### config.mk
export PLATFORM = sky130hd
export DESIGN_NAME = vscale_wb_arbiter
export DESIGN_NICKNAME = d
export VERILOG_FILES = /design/src/rtl/vscale_wb_arbiter.sv
export SDC_FILE = /design/constraint.sdc
export NUM_CORES = 1
export LEC_CHECK = 0
export BUFFER_PORTS_ARGS = -buffer_cell sky130_fd_sc_hd__buf_2
export CAP_MARGIN = 20
export CORE_AREA = 2 2 123 125
export CTS_CLUSTER_DIAMETER = 80
export DETAILED_ROUTE_END_ITERATION = 8
export DIE_AREA = 0 0 125 127
export GPL_TIMING_DRIVEN = 0
export PLACE_DENSITY_LB_ADDON = 0.2
export SLEW_MARGIN = 25
export SYNTH_ARGS = -nofsm -noshare
export SYNTH_HDL_FRONTEND = slang
export SYNTH_SLANG_ARGS = --single-unit
### constraint.sdc
create_clock -name wb_clk_i -period 4.3 [get_ports wb_clk_i]
set_input_delay 0.86 -clock wb_clk_i [delete_from_list [all_inputs] [get_ports wb_clk_i]]
set_output_delay 0.86 -clock wb_clk_i [all_outputs]
set_load 0.1 [all_outputs]
### src/rtl/vscale_wb_arbiter.sv
// vscale_wb_arbiter: round-robin two-master Wishbone classic arbiter with bus-lock and timeout watchdog
module vscale_wb_arbiter #(
  parameter int DW = 32,
  parameter int AW = 32,
  parameter int TIMEOUT = 255
) (
  input  logic            wb_clk_i,
  input  logic            wb_rst_i,
  input  logic [AW-1:0]   m0_adr_i,
  input  logic [DW-1:0]   m0_dat_i,
  input  logic [DW/8-1:0] m0_sel_i,
  input  logic            m0_we_i,
  input  logic            m0_cyc_i,
  input  logic            m0_stb_i,
  output logic [DW-1:0]   m0_dat_o,
  output logic            m0_ack_o,
  output logic            m0_err_o,
  input  logic [AW-1:0]   m1_adr_i,
  input  logic [DW-1:0]   m1_dat_i,
  input  logic [DW/8-1:0] m1_sel_i,
  input  logic            m1_we_i,
  input  logic            m1_cyc_i,
  input  logic            m1_stb_i,
  output logic [DW-1:0]   m1_dat_o,
  output logic            m1_ack_o,
  output logic            m1_err_o,
  output logic [AW-1:0]   s_adr_o,
  output logic [DW-1:0]   s_dat_o,
  output logic [DW/8-1:0] s_sel_o,
  output logic            s_we_o,
  output logic            s_cyc_o,
  output logic            s_stb_o,
  input  logic [DW-1:0]   s_dat_i,
  input  logic            s_ack_i,
  input  logic            s_err_i,
  output logic [1:0]      grant_o
);
  typedef enum logic [1:0] {IDLE, G0, G1} state_t;
  state_t state, state_nxt;
  logic last, last_nxt;
  logic [15:0] wd;
  logic g0, g1, wd_fire;
  always_ff @(posedge wb_clk_i or posedge wb_rst_i)
    if (wb_rst_i) begin
      state <= IDLE;
      last  <= 1'b1;
    end else begin
      state <= state_nxt;
      last  <= last_nxt;
    end
  // watchdog saturates so a disabled timeout can never alias back onto a small count
  always_ff @(posedge wb_clk_i or posedge wb_rst_i)
    if (wb_rst_i) wd <= '0;
    else wd <= (!s_stb_o || s_ack_i || s_err_i) ? '0 : (wd == 16'hffff) ? wd : wd + 16'd1;
  always_comb begin
    state_nxt = state;
    last_nxt  = last;
    case (state)
      IDLE: state_nxt = (m0_cyc_i && m1_cyc_i) ? (last ? G0 : G1) : m0_cyc_i ? G0 : m1_cyc_i ? G1 : IDLE;
      G0: if (!m0_cyc_i) begin
        state_nxt = m1_cyc_i ? G1 : IDLE;
        last_nxt  = 1'b0;
      end
      G1: if (!m1_cyc_i) begin
        state_nxt = m0_cyc_i ? G0 : IDLE;
        last_nxt  = 1'b1;
      end
      default: state_nxt = IDLE;
    endcase
  end
  always_comb begin
    g0       = state == G0;
    g1       = state == G1;
    wd_fire  = (TIMEOUT != 0) && (wd == 16'(TIMEOUT)) && !s_ack_i && !s_err_i;
    grant_o  = {g1, g0};
    s_adr_o  = g0 ? m0_adr_i : g1 ? m1_adr_i : '0;
    s_dat_o  = g0 ? m0_dat_i : g1 ? m1_dat_i : '0;
    s_sel_o  = g0 ? m0_sel_i : g1 ? m1_sel_i : '0;
    s_we_o   = (g0 && m0_we_i) || (g1 && m1_we_i);
    s_cyc_o  = (g0 && m0_cyc_i) || (g1 && m1_cyc_i);
    s_stb_o  = ((g0 && m0_stb_i) || (g1 && m1_stb_i)) && !wd_fire;
    m0_ack_o = s_ack_i && g0;
    m1_ack_o = s_ack_i && g1;
    m0_err_o = (s_err_i || wd_fire) && g0;
    m1_err_o = (s_err_i || wd_fire) && g1;
    m0_dat_o = s_dat_i;
    m1_dat_o = s_dat_i;
  end
endmodule
==> results.txt, run 1 <==
----------------------------------------------------
[Run status]
  Run status ... finished, final reports clean

[Timing]
  Final critical-path share of the clock period ... 0.8009
  Max_slew headroom ... 0.4724
  Count of final hold-check violations ... 0
  Max Clock Skew ... about 4.4 ps
  Worst Max-Slew Pin Slew ... 790.6 ps
  Setup TNS ... 0 ps
  Max Clk Rate ... slightly below 0.3 GHz
  Worst hold-check slack ... slightly above 500 ps
  Min Clock Period, post-route ... between 3000 and 4000 ps
  Total of endpoints with negative setup slack in the final report ... 0
  Final Max Tran Viols ... 0
  Unrepaired setup endpoints after global routing ... no

[Detailed routing]
  Via density per instance ... around 4.5
  Via total after detailed routing ... around 3.4k
  DRC ... 0
  Initial detailed-routing violation count ... ~150
  Number of search-and-repair iterations in the first detailed-routing pass ... 4
  Antenna violation net count after detailed routing ... 0
  Total wire length after detailed routing ... between 15000 and 20000 µm
  Drt wl/cell ... between 20 and 25 µm

[Clock network]
  Number of hold buffers added after CTS ... 0
  H-tree lvl count ... 1
  Number of buffers on the longest clock path ... 2
  Post-CTS clock slew at the launch and capture registers of the worst setup and hold paths ... roughly 50 ps
  CTS sink cnt ... 19
  Clock tree from TritonCTS ... done
  Post-CTS repair timing setup buffer count ... 0
  Number of resized instances in the post-cts repair step ... 0
  Clock insertion delay at the later pin of the skew report ... 250 ps
  Num CTS Buffers ... 3
  Cell at the root of the clock tree ... clkbuf_16

[Place]
  Number of buffer cells added on primary ports ... roughly 290
  Final GP Congestion ... 0.9000
  Cell total after placement ... ~750
  Total half-perimeter wirelength after legalization and detailed placement ... 13690 µm

[Floorplanning]
  Top Ports ... 319
  Standard cell core area ... approximately 14000 µm²
  Cell Rows ... 44
  Chip Height ... around 130 µm
  Die ar. ... ~16000 µm²
  Initial standard-cell utilization of the core ... 0.1646
  Die outline width ... around 130 µm

[Setup path]
  Type of the setup path with the least slack ... reg2out
  Setup crit start kind ... register
  Arrival time worst endpoint ... 2580 ps
  Crit path max fanout ... 10
  Crit Reg-Reg Endpoint ... wd[1]$_DFFE_PP0P_
  Reg2reg path depth ... 5
  Origin of the worst setup path ... wd[0]$_DFFE_PP0P_
  Required time worst endpoint ... ~3400 ps
  Destination of the critical timing path ... m0_err_o
  Flop-to-flop setup slack ... approximately 2400 ps
  Crit end category ... output pin
  Reg-to-Reg Start ... wd[0]$_DFFE_PP0P_

[Synth]
  Syn avg cell area ... 8.421 µm²
  Main synth FF type ... dfrtp_1
  Number of different library cells in the post-synthesis netlist ... 43
  Most used standard cells in the synthesized netlist ... a22o_1 (71), buf_4 (68), dfrtp_1 (18)
  Share of synthesized flip-flops with an asynchronous set or reset ... 1.000
  Top area cells in the synthesized netlist ... a22o_1 (26%), buf_4 (21%), dfrtp_1 (19%)
  Portion of synthesized cell area occupied by the leading cell type ... 0.2619
  Sequential fraction of the synthesis area ... 0.2007
  Number of enable flip-flop cells after synthesis ... 0
  Largest area contributor in the synthesized netlist ... a22o_1
  Count of yosys warnings during synthesis ... 0
  Synth Net Count ... between 400 and 500
  Synthesized instance count ... roughly 280
  Top-count cell post-synth ... a22o_1
  Number of register bits inferred by synthesis ... 19
  Post-synthesis instance area ... between 2000 and 2500 µm²

[Global routing]
  Overall fraction of global-route tracks in use ... 0.1825
  Wire length of the first global-routing pass ... roughly 22000 µm
  Gr ovfl total ... 0
  Pin count of the biggest net entering global routing ... 20
  Via count of the first global-routing pass ... roughly 3.4k
  Initial antenna violation count ... 0

[Power and ir drop]
  Leakage power figure ... 2.336 nW
  Power density of the placed cells ... ~600 nW/µm²
  Peak supply drop ... roughly 0.00027 V

[Layout]
  Layout Area Growth over Synthesis ... 73.29%
  Post-layout net count ... 752
  N_diodes ... 0
  Share of layout cells above drive strength 1 ... 0.6626
  Filler cells ... 1599
  Final cell count without fillers ... ~760

[Job]
  Max-cap violations ... 0

[Worst hold path]
  Worst hold path type ... reg2reg

----------------------------------------------------
==> registers in the layout (all words and copies together), names as in the netlist <==
name   flops
wd        16
state      2
last       1
==> report_power, final <==
part / internal [mW] / leakage, nW / switching [mW] / total (mW)
Clock: 0.126 / 0.0382 / 0.0714 / 0.198
Combinational: 0.354 / 2.04 / 1.72 / 2.07
Sequential: 0.192 / 0.259 / 0.0112 / 0.203
==> metrics by stage <==
stage	util	total power [mW]	setup slack (ps)	area [µm²]
final	0.2853	2.474	856.1	4115
after global placement	0.2798	2.287	1153	4036
after detailed placement	0.2798	2.289	1108	4036
after global routing	0.2853	2.562	651.5	4115
after CTS	0.2853	2.493	829.8	4115
after floorplan	-	1.911	1305	2375
==> kinds of logic after synthesis <==
family                     share of synthesized area
AOI/OAI and AO/OA                             0.3567
DFF                                           0.2007
buffers and inverters                         0.2587
and+or+nand+nor                               0.1533
adders and majority gates                   0.005268
muxes                                        0.02529
==> layout by cell type, fill, tap and decap left out, drive strengths merged, types with 3 or more instances in the layout <==
cell / n
and4: 3
and2: 3
nand3b: 3
inv: 3
nand2: 9
nor4: 3
clkbuf: 6
mux2i: 6
buf: 371
a22o: 71
o21ai: 3
o21a: 3
nor2: 10
nand3: 10
o2111ai: 4
dfrtp: 18
a21oi: 10
nor3: 9
a31oi: 3
nor2b: 3
==> cell type report <==
cell class / instances / area (µm²) / share of cell area
Tap cell: 184 / 230.2 / 0.05594
Inverter: 3 / 11.26 / 0.002736
Buffer: 87 / 603.1 / 0.1465
Sequential cell: 19 / 476.7 / 0.1158
Multi-Input combinational cell: 173 / 1284 / 0.3119
Timing Repair Buffer: 286 / 1431 / 0.3478
Clock buffer: 4 / 78.83 / 0.01915
==> critical path, cell delays in order, from the launching register on <==
cell and delay (ps):
dfrtp_1 420, ha_1 260, nand4_2 200, or2_4 330, buf_6 150, nor3_1 380
o21a_1 170, buf_2 420
==> layer usage <==
layer  global-route usage  part of all wire
met5                    0                 0
met4              0.02614            0.0093
met3               0.1700              0.22
met2               0.2928              0.45
met1               0.1781              0.33
==> how the worst min path moves through the flow <==
stage                      from                to  cells past startpoint
5_1_grt        last$_DFFE_PP1P_  last$_DFFE_PP1P_                      2
2_1_floorplan  last$_DFFE_PP1P_  last$_DFFE_PP1P_                      2
6_report       last$_DFFE_PP1P_  last$_DFFE_PP1P_                      2
3_3_place_gp   last$_DFFE_PP1P_  last$_DFFE_PP1P_                      2
3_5_place_dp   last$_DFFE_PP1P_  last$_DFFE_PP1P_                      2
4_1_cts        last$_DFFE_PP1P_  last$_DFFE_PP1P_                      2
(Power assumes the default switching activity.)
==> run 2, diff against run 1 <==
ABC_AREA = 1   (was default)
CORE_AREA = 2 2 125 127   (was 2 2 123 125)
DIE_AREA = 0 0 127 129   (was 0 0 125 127)
clock period = 3.04 ns   (was 4.3 ns; I/O delays follow)
==> run 2 against run 1 <==
Global-route usage shrank 1.2 points. Via count is 0.68% lower. Synthesized cell count is 9.9% higher. Clock power grew 42%. Die area rose by 3.2%. Final area down 1.6%. Sequential share of layout area increased by 0.19 points. Flip-flop and latch count stayed put. Hold slack got worse by 24 ps. Worst setup slack lost 650 ps. Combinational power rose by 140%.
==> results.txt, run 2 <==
----------------------------------------------------
[Run status]
  Run status ... finished, final reports clean

[Power and ir drop]
  Internal cell power ... between 1 and 1.5 mW
  Clock share of power ... 0.051
  Proportion of total power due to net switching ... 0.7814
  Total power draw ... around 5.5 mW
  Leakage power figure ... about 2.4 nW
  Relative contribution of sequential cells to total power ... 0.055
  Power density of the placed cells ... 1348 nW/µm²
  Peak supply drop ... between 0.0006 and 0.0007 V
  Proportion of power drawn by combinational gates ... 0.894
  Switch Pwr ... roughly 4.3 mW

[Synth]
  Number of enable flip-flop cells after synthesis ... 0
  Largest area contributor in the synthesized netlist ... a22o_1
  Post-synthesis instance area ... roughly 2300 µm²
  Simple logic cell fraction of the synthesized area ... 0.1841
  Top area cells in the synthesized netlist ... a22o_1 (26%), buf_4 (22%), dfrtp_1 (20%)
  Top-count cell post-synth ... a22o_1
  Count of yosys warnings during synthesis ... 0
  Portion of synthesized cell area occupied by the leading cell type ... 0.2631
  Main synth FF type ... dfrtp_1
  Fraction of synthesized cell area in xor and xnor cells ... 0.01906
  Most used standard cells in the synthesized netlist ... a22o_1 (69), buf_4 (67), nand2_1 (40)
  Adder-cell area share of the yosys netlist ... 0.005447
  Synthesized instance count ... 310
  Fraction of the mapped netlist area in compound gates ... 0.3126
  Mux cell area share after synthesis ... 0
  Syn avg cell area ... about 7.4 µm²
  Main combinational cell family by area after synthesis ... compound AO/OA/AOI/OAI gates
  Synth Net Count ... between 400 and 500
  Sequential fraction of the synthesis area ... 0.2075
  Share of synthesized flip-flops with an asynchronous set or reset ... 1.000
  Number of different library cells in the post-synthesis netlist ... 25
  Number of register bits inferred by synthesis ... 19

[Global routing]
  Wire length of the first global-routing pass ... 20180 µm
  Gr ovfl total ... 0
  Initial antenna violation count ... 0
  Overall fraction of global-route tracks in use ... 0.1705
  Via count of the first global-routing pass ... approximately 3.1k
  Pin count of the biggest net entering global routing ... 20

[Detailed routing]
  Number of search-and-repair iterations in the first detailed-routing pass ... 4
  Antenna violation net count after detailed routing ... 0
  DRC ... 0
  Via density per instance ... roughly 4.3
  Total wire length after detailed routing ... around 15000 µm
  Via total after detailed routing ... 3355
  Initial detailed-routing violation count ... about 150
  Drt wl/cell ... between 15 and 20 µm

[Layout]
  Share of layout cells above drive strength 1 ... 0.6183
  Final cell count without fillers ... 788
  Filler cells ... between 1.5k and 2k
  Layout Area Growth over Synthesis ... 76.25%
  N_diodes ... 0
  Area of combinational cells with multiple inputs ... around 1200 µm²
  Top Registers ... wd: 16 flops, state: 2 flops, last: 1 flops
  Number of flip-flops in the largest register ... 16
  Post-layout net count ... between 700 and 800
  Largest reg by FF count ... wd
  Leading cell types in the layout, fill and taps excluded ... buf_2 (286), a22o_1 (69), buf_4 (67), nand2_1 (40), nor2_1 (28)
  Sequential cell area ... between 400 and 500 µm²
  Leading cell type in the layout, fill and taps excluded ... buf_2

[Timing]
  Count of final hold-check violations ... 0
  Min Clock Period, post-route ... about 2800 ps
  Max Clk Rate ... ~0.35 GHz
  Final critical-path share of the clock period ... 0.9332
  Worst hold-check slack ... 481.2 ps
  Max Clock Skew ... between 3 and 4 ps
  Final Max Tran Viols ... 0
  Total of endpoints with negative setup slack in the final report ... 0
  Worst Max-Slew Pin Slew ... 762.6 ps
  Max_slew headroom ... 0.4911
  Unrepaired setup endpoints after global routing ... no

[Setup path]
  Setup crit start kind ... register
  Critical Path Most Common Cell ... nand3_1
  Crit end category ... output pin
  Type of the setup path with the least slack ... reg2out
  Combined buffer and inverter count along the critical path ... 2
  Arrival time worst endpoint ... around 2200 ps
  CP max-delay cell ... buf_2
  Largest stage delay on the critical path ... 440 ps
  Crit path max-delay family ... simple AND/OR/NAND/NOR gates
  Critical path cell sequence ... ha_1 -> nand3_1 -> nor2_2 -> nand3_1 -> nand2_1 -> inv_1 -> nor2_1 -> buf_2
  Required time worst endpoint ... ~2400 ps
  Crit path max fanout ... 6

[Clock network]
  Number of hold buffers added after CTS ... 0
  Number of buffers on the longest clock path ... 2
  Clock tree from TritonCTS ... done
  H-tree lvl count ... 1
  Num CTS Buffers ... 3
  Cell at the root of the clock tree ... clkbuf_16
  Clock insertion delay at the later pin of the skew report ... around 250 ps
  Post-CTS clock slew at the launch and capture registers of the worst setup and hold paths ... about 60 ps
  CTS sink cnt ... 19

[Place]
  Total half-perimeter wirelength after legalization and detailed placement ... about 14000 µm
  Number of buffer cells added on primary ports ... approximately 290
  Final GP Congestion ... 0.8458
  Cell total after placement ... between 700 and 800

[Floorplanning]
  Standard cell core area ... 14980 µm²
  Cell Rows ... between 40 and 50
  Chip Height ... approximately 130 µm
  Initial standard-cell utilization of the core ... 0.1534
  Die outline width ... 127 µm
  Die ar. ... roughly 16000 µm²
  Top Ports ... roughly 320

[Job]
  Max-cap violations ... 0

[Worst hold path]
  Worst hold path type ... in2async

----------------------------------------------------
==> run 2: cell types whose count changed after synthesis, moves of 6 or more <==
cell      change
buf_2        -11
clkbuf_1     +10
inv_1        +13
mux2i_1       -6
nand2_1      +31
nor2_1       +19
==> run 2: power groups by stage <==
stage / clock, mW / combinational [mW] / sequential (mW)
6_report: 0.281 / 4.88 / 0.299
5_1_grt: 0.297 / 5.05 / 0.301
4_1_cts: 0.285 / 4.89 / 0.299
3_3_place_gp: 0 / 4.87 / 0.303
2_1_floorplan: 0 / 3.96 / 0.300
3_5_place_dp: 0 / 4.87 / 0.304
==> run 2: cells by family after synthesis <==
family / after synthesis
compound gates: 90
fa+ha+maj: 1
xor+xnor: 5
buf+inv: 99
simple gates: 96
flops: 19
==> run 2: cell type report <==
cell class                      instances  area share
Buffer                                 81      0.1378
Clock buffer                            3     0.01854
Clock inverter                          1    0.001236
Inverter                               18     0.01669
Multi-Input combinational cell        192      0.2964
Sequential cell                        19      0.1177
Tap cell                              188     0.05810
Timing Repair Buffer                  286      0.3535
==> run 2: what timing repair did <==
item / CTS / global route
setup buffers: 0 / 0
setup endpoints to repair: 0 / 4
gates resized for setup: 0 / 5
==> run 2: layer usage <==
metal | vias up | wire length (µm) | track usage | part of all wire
met3 | 8 | 3059 | 0.1484 | 0.20
li1 | 1601 | - | - | -
met2 | 185 | 6332 | 0.2432 | 0.41
met1 | 1561 | 5832 | 0.1999 | 0.38
met5 | - | 0 | 0 | 0
met4 | 0 | 131 | 0.01810 | 0.0085
==> run 2: worst register-to-register path, delay by kind of cell, from the launching register on <==
| kind | cells | cell delay (ps) |
|---|---|---|
| adders and majority gates | 1 | 210 |
| and+or+nand+nor | 4 | 850 |
| buffers and inverters | 1 | 220 |
| AOI/OAI and AO/OA | 1 | 60 |
| DFF | 1 | 400 |
==> run 2: per-stage QoR <==
step                      TNS, ps    util  instance area (µm²)  setup slack (ps)
after detailed placement        0  0.2647                 3964             372.1
after floorplan            -107.0       -                 2297            -53.48
after global placement          0  0.2647                 3964             365.3
after global routing            0  0.2703                 4049             56.66
after CTS                       0  0.2700                 4044             91.47
final                           0  0.2703                 4049             203.0
==> run 2: path summary, 6_finish.rpt <==
path / start / endpoint / slack [ps] / depth (start not counted)
max in group asynchronous: wb_rst_i / wd[14]$_DFFE_PP0P_ / 2080 / 2
setup / recovery: wd[0]$_DFFE_PP0P_ / m1_err_o / 200 / 8
setup reg to reg: wd[0]$_DFFE_PP0P_ / wd[3]$_DFFE_PP0P_ / 1180 / 7
hold / removal: wb_rst_i / wd[5]$_DFFE_PP0P_ / 480 / 2
hold reg to reg: last$_DFFE_PP1P_ / last$_DFFE_PP1P_ / 520 / 2
min in group wb_clk_i: last$_DFFE_PP1P_ / last$_DFFE_PP1P_ / 520 / 2
==> run 3, diff against run 2 <==
CORE_AREA = 2 2 124 126   (was 2 2 125 127)
DIE_AREA = 0 0 126 128   (was 0 0 127 129)
clock period = 3.65 ns   (was 3.04 ns; I/O delays follow)
==> run 3 against run 2 <==
Hold slack gained 35 ps. Count of clock-buffer cells in the layout stayed put. Sequential share of layout area about the same. Clock power shrank 19%. Non-clock buffer count unchanged. Via count is 1.2% lower. Global-route usage is 3.7 points lower. Combinational power fell by 19%. Critical path depth is 3 lower. Utilization grew 0.17 points. Critical endpoint is now s_adr_o[12]. Largest cell class unchanged. Highest routed layer unchanged.
==> results.txt, run 3 (synthesized netlist as in run 2, its figures left out) <==
----------------------------------------------------
[Global routing]
  Wire length of the first global-routing pass ... around 17000 µm
  Overall fraction of global-route tracks in use ... 0.1338
  Gr ovfl total ... 0
  Initial antenna violation count ... 0
  Pin count of the biggest net entering global routing ... 20
  Via count of the first global-routing pass ... between 2k and 3k

[Detailed routing]
  Antenna violation net count after detailed routing ... 0
  Total wire length after detailed routing ... between 10000 and 15000 µm
  DRC ... 0
  Via density per instance ... between 4 and 5
  Drt wl/cell ... about 16 µm
  Via total after detailed routing ... 3315
  Initial detailed-routing violation count ... 113
  Number of search-and-repair iterations in the first detailed-routing pass ... 4

[Timing]
  Setup TNS ... 0 ps
  Total of endpoints with negative setup slack in the final report ... 0
  Unrepaired setup endpoints after global routing ... no
  Min Clock Period, post-route ... 2986 ps
  Worst hold-check slack ... roughly 520 ps
  Max Clk Rate ... ~0.33 GHz
  Count of final hold-check violations ... 0
  Worst Max-Slew Pin Slew ... 738.0 ps
  Max Clock Skew ... 2.060 ps
  Post-route setup slack ... 663.6 ps
  Max_slew headroom ... 0.5075
  Final Max Tran Viols ... 0
  Final critical-path share of the clock period ... 0.8182

[Setup path]
  Crit path max fanout ... 10
  Largest stage delay on the critical path ... 450 ps
  CP max-delay cell ... clkbuf_1
  Arrival time worst endpoint ... ~2300 ps
  Setup crit start kind ... register
  Type of the setup path with the least slack ... reg2out
  Critical path cell sequence ... inv_2 -> nor2_4 -> clkbuf_1 -> a22o_1 -> buf_2
  Required time worst endpoint ... roughly 2900 ps
  Crit end category ... output pin

[Layout]
  Post-layout net count ... a little under 800
  Share of layout cells above drive strength 1 ... 0.6133
  Leading cell types in the layout, fill and taps excluded ... buf_2 (286), a22o_1 (69), buf_4 (67), nand2_1 (40), nor2_1 (29)
  Top Registers ... wd: 16 flops, state: 2 flops, last: 1 flops
  Leading cell type in the layout, fill and taps excluded ... buf_2
  Layout Area Growth over Synthesis ... 76.03%
  Final core utilization ... 0.2721
  Number of flip-flops in the largest register ... 16
  Filler cells ... 1669
  N_diodes ... 0
  Largest reg by FF count ... wd

[Power and ir drop]
  Internal cell power ... 989.4 µW
  Proportion of total power due to net switching ... 0.7757
  Peak supply drop ... around 0.00056 V
  Relative contribution of sequential cells to total power ... 0.056
  Clock share of power ... 0.052
  Switch Pwr ... approximately 3.4 mW
  Proportion of power drawn by combinational gates ... 0.892
  Power density of the placed cells ... 1091 nW/µm²
  Leakage power figure ... roughly 2.3 nW

[Clock network]
  Post-CTS clock slew at the launch and capture registers of the worst setup and hold paths ... ~50 ps
  Post-CTS repair timing setup buffer count ... 0
  H-tree lvl count ... 1
  Clock tree from TritonCTS ... done
  Cell at the root of the clock tree ... clkbuf_16
  Num CTS Buffers ... 3
  Number of buffers on the longest clock path ... 2
  Number of hold buffers added after CTS ... 0
  CTS sink cnt ... 19
  Clock insertion delay at the later pin of the skew report ... ~250 ps
  Number of resized instances in the post-cts repair step ... 0

[Floorplanning]
  Standard cell core area ... about 15000 µm²
  Top Ports ... approximately 320
  Chip Height ... 128 µm
  Die ar. ... 16130 µm²
  Cell Rows ... 45
  Die outline width ... between 100 and 150 µm
  Initial standard-cell utilization of the core ... 0.1545

[Job]
  Max-cap violations ... 0

[Place]
  Total half-perimeter wirelength after legalization and detailed placement ... between 10000 and 15000 µm
  Final GP Congestion ... 0.8486
  Number of buffer cells added on primary ports ... ~290
  Setup slack at placement ... 889.7 ps

[Worst hold path]
  Worst hold path type ... reg2reg

[Run status]
  Run status ... finished, final reports clean

----------------------------------------------------
run 3: cell counts in the layout (fill, tap and decap cells not counted):
Identical to the previous run, type by type.
run 3: layout make-up:
class	count	area (µm²)	share of cell area
repair buffers	286	1431	0.3540
multi-input cells	192	1197	0.2961
plain buffers	81	555.5	0.1374
flip-flops and latches	19	476.7	0.1179
well taps	188	235.2	0.05817
clock buffers	3	75.07	0.01856
inverters	18	67.56	0.01671
clock inverters	1	5.005	0.001238
run 3: worst paths after layout:
path | startpoint | endpoint | slack, ps | cells after the start
setup / recovery | state[1]$_DFFE_PP0P_ | s_adr_o[12] | 660 | 5
hold / removal | last$_DFFE_PP1P_ | last$_DFFE_PP1P_ | 520 | 2
setup reg to reg | wd[0]$_DFFE_PP0P_ | wd[5]$_DFFE_PP0P_ | 1710 | 7
hold reg to reg | last$_DFFE_PP1P_ | last$_DFFE_PP1P_ | 520 | 2
max in group asynchronous | wb_rst_i | wd[5]$_DFFE_PP0P_ | 2590 | 2
min in group asynchronous | wb_rst_i | wd[8]$_DFFE_PP0P_ | 600 | 2
run 3: stage by stage:
step / cell area, µm² / total power [mW] / cells
floorplan: 2297 / 3.552 / 310
global placement: 3964 / 4.207 / 784
detailed placement: 3964 / 4.209 / 784
CTS: 4044 / 4.444 / 788
global route: 4044 / 4.568 / 788
finish: 4044 / 4.411 / 788
run 3: critical path: cells and delay by family, from the launching register on:
kind                   cells  cell delay (ps)
AOI/OAI and AO/OA          1              290
buffers and inverters      3              970
and+or+nand+nor            1              320
DFF                        1              420
run 3: routing by layer:
metal | part of all wire | track usage | up-vias | wire length (µm)
li1 | - | - | 1601 | -
met1 | 0.40 | 0.1649 | 1498 | 4869
met2 | 0.46 | 0.2217 | 207 | 5689
met3 | 0.14 | 0.06219 | 9 | 1697
met4 | 0.0050 | 0.01357 | 0 | 61
met5 | 0 | 0 | - | 0
run 3: power by group through the flow:
stage               Sequential, mW  Clock [mW]  Combinational [mW]
global placement             0.252           0                3.96
CTS                          0.249       0.232                3.96
finish                       0.249       0.228                3.93
floorplan                    0.250           0                3.30
global route                 0.251       0.247                4.07
detailed placement           0.253           0                3.96
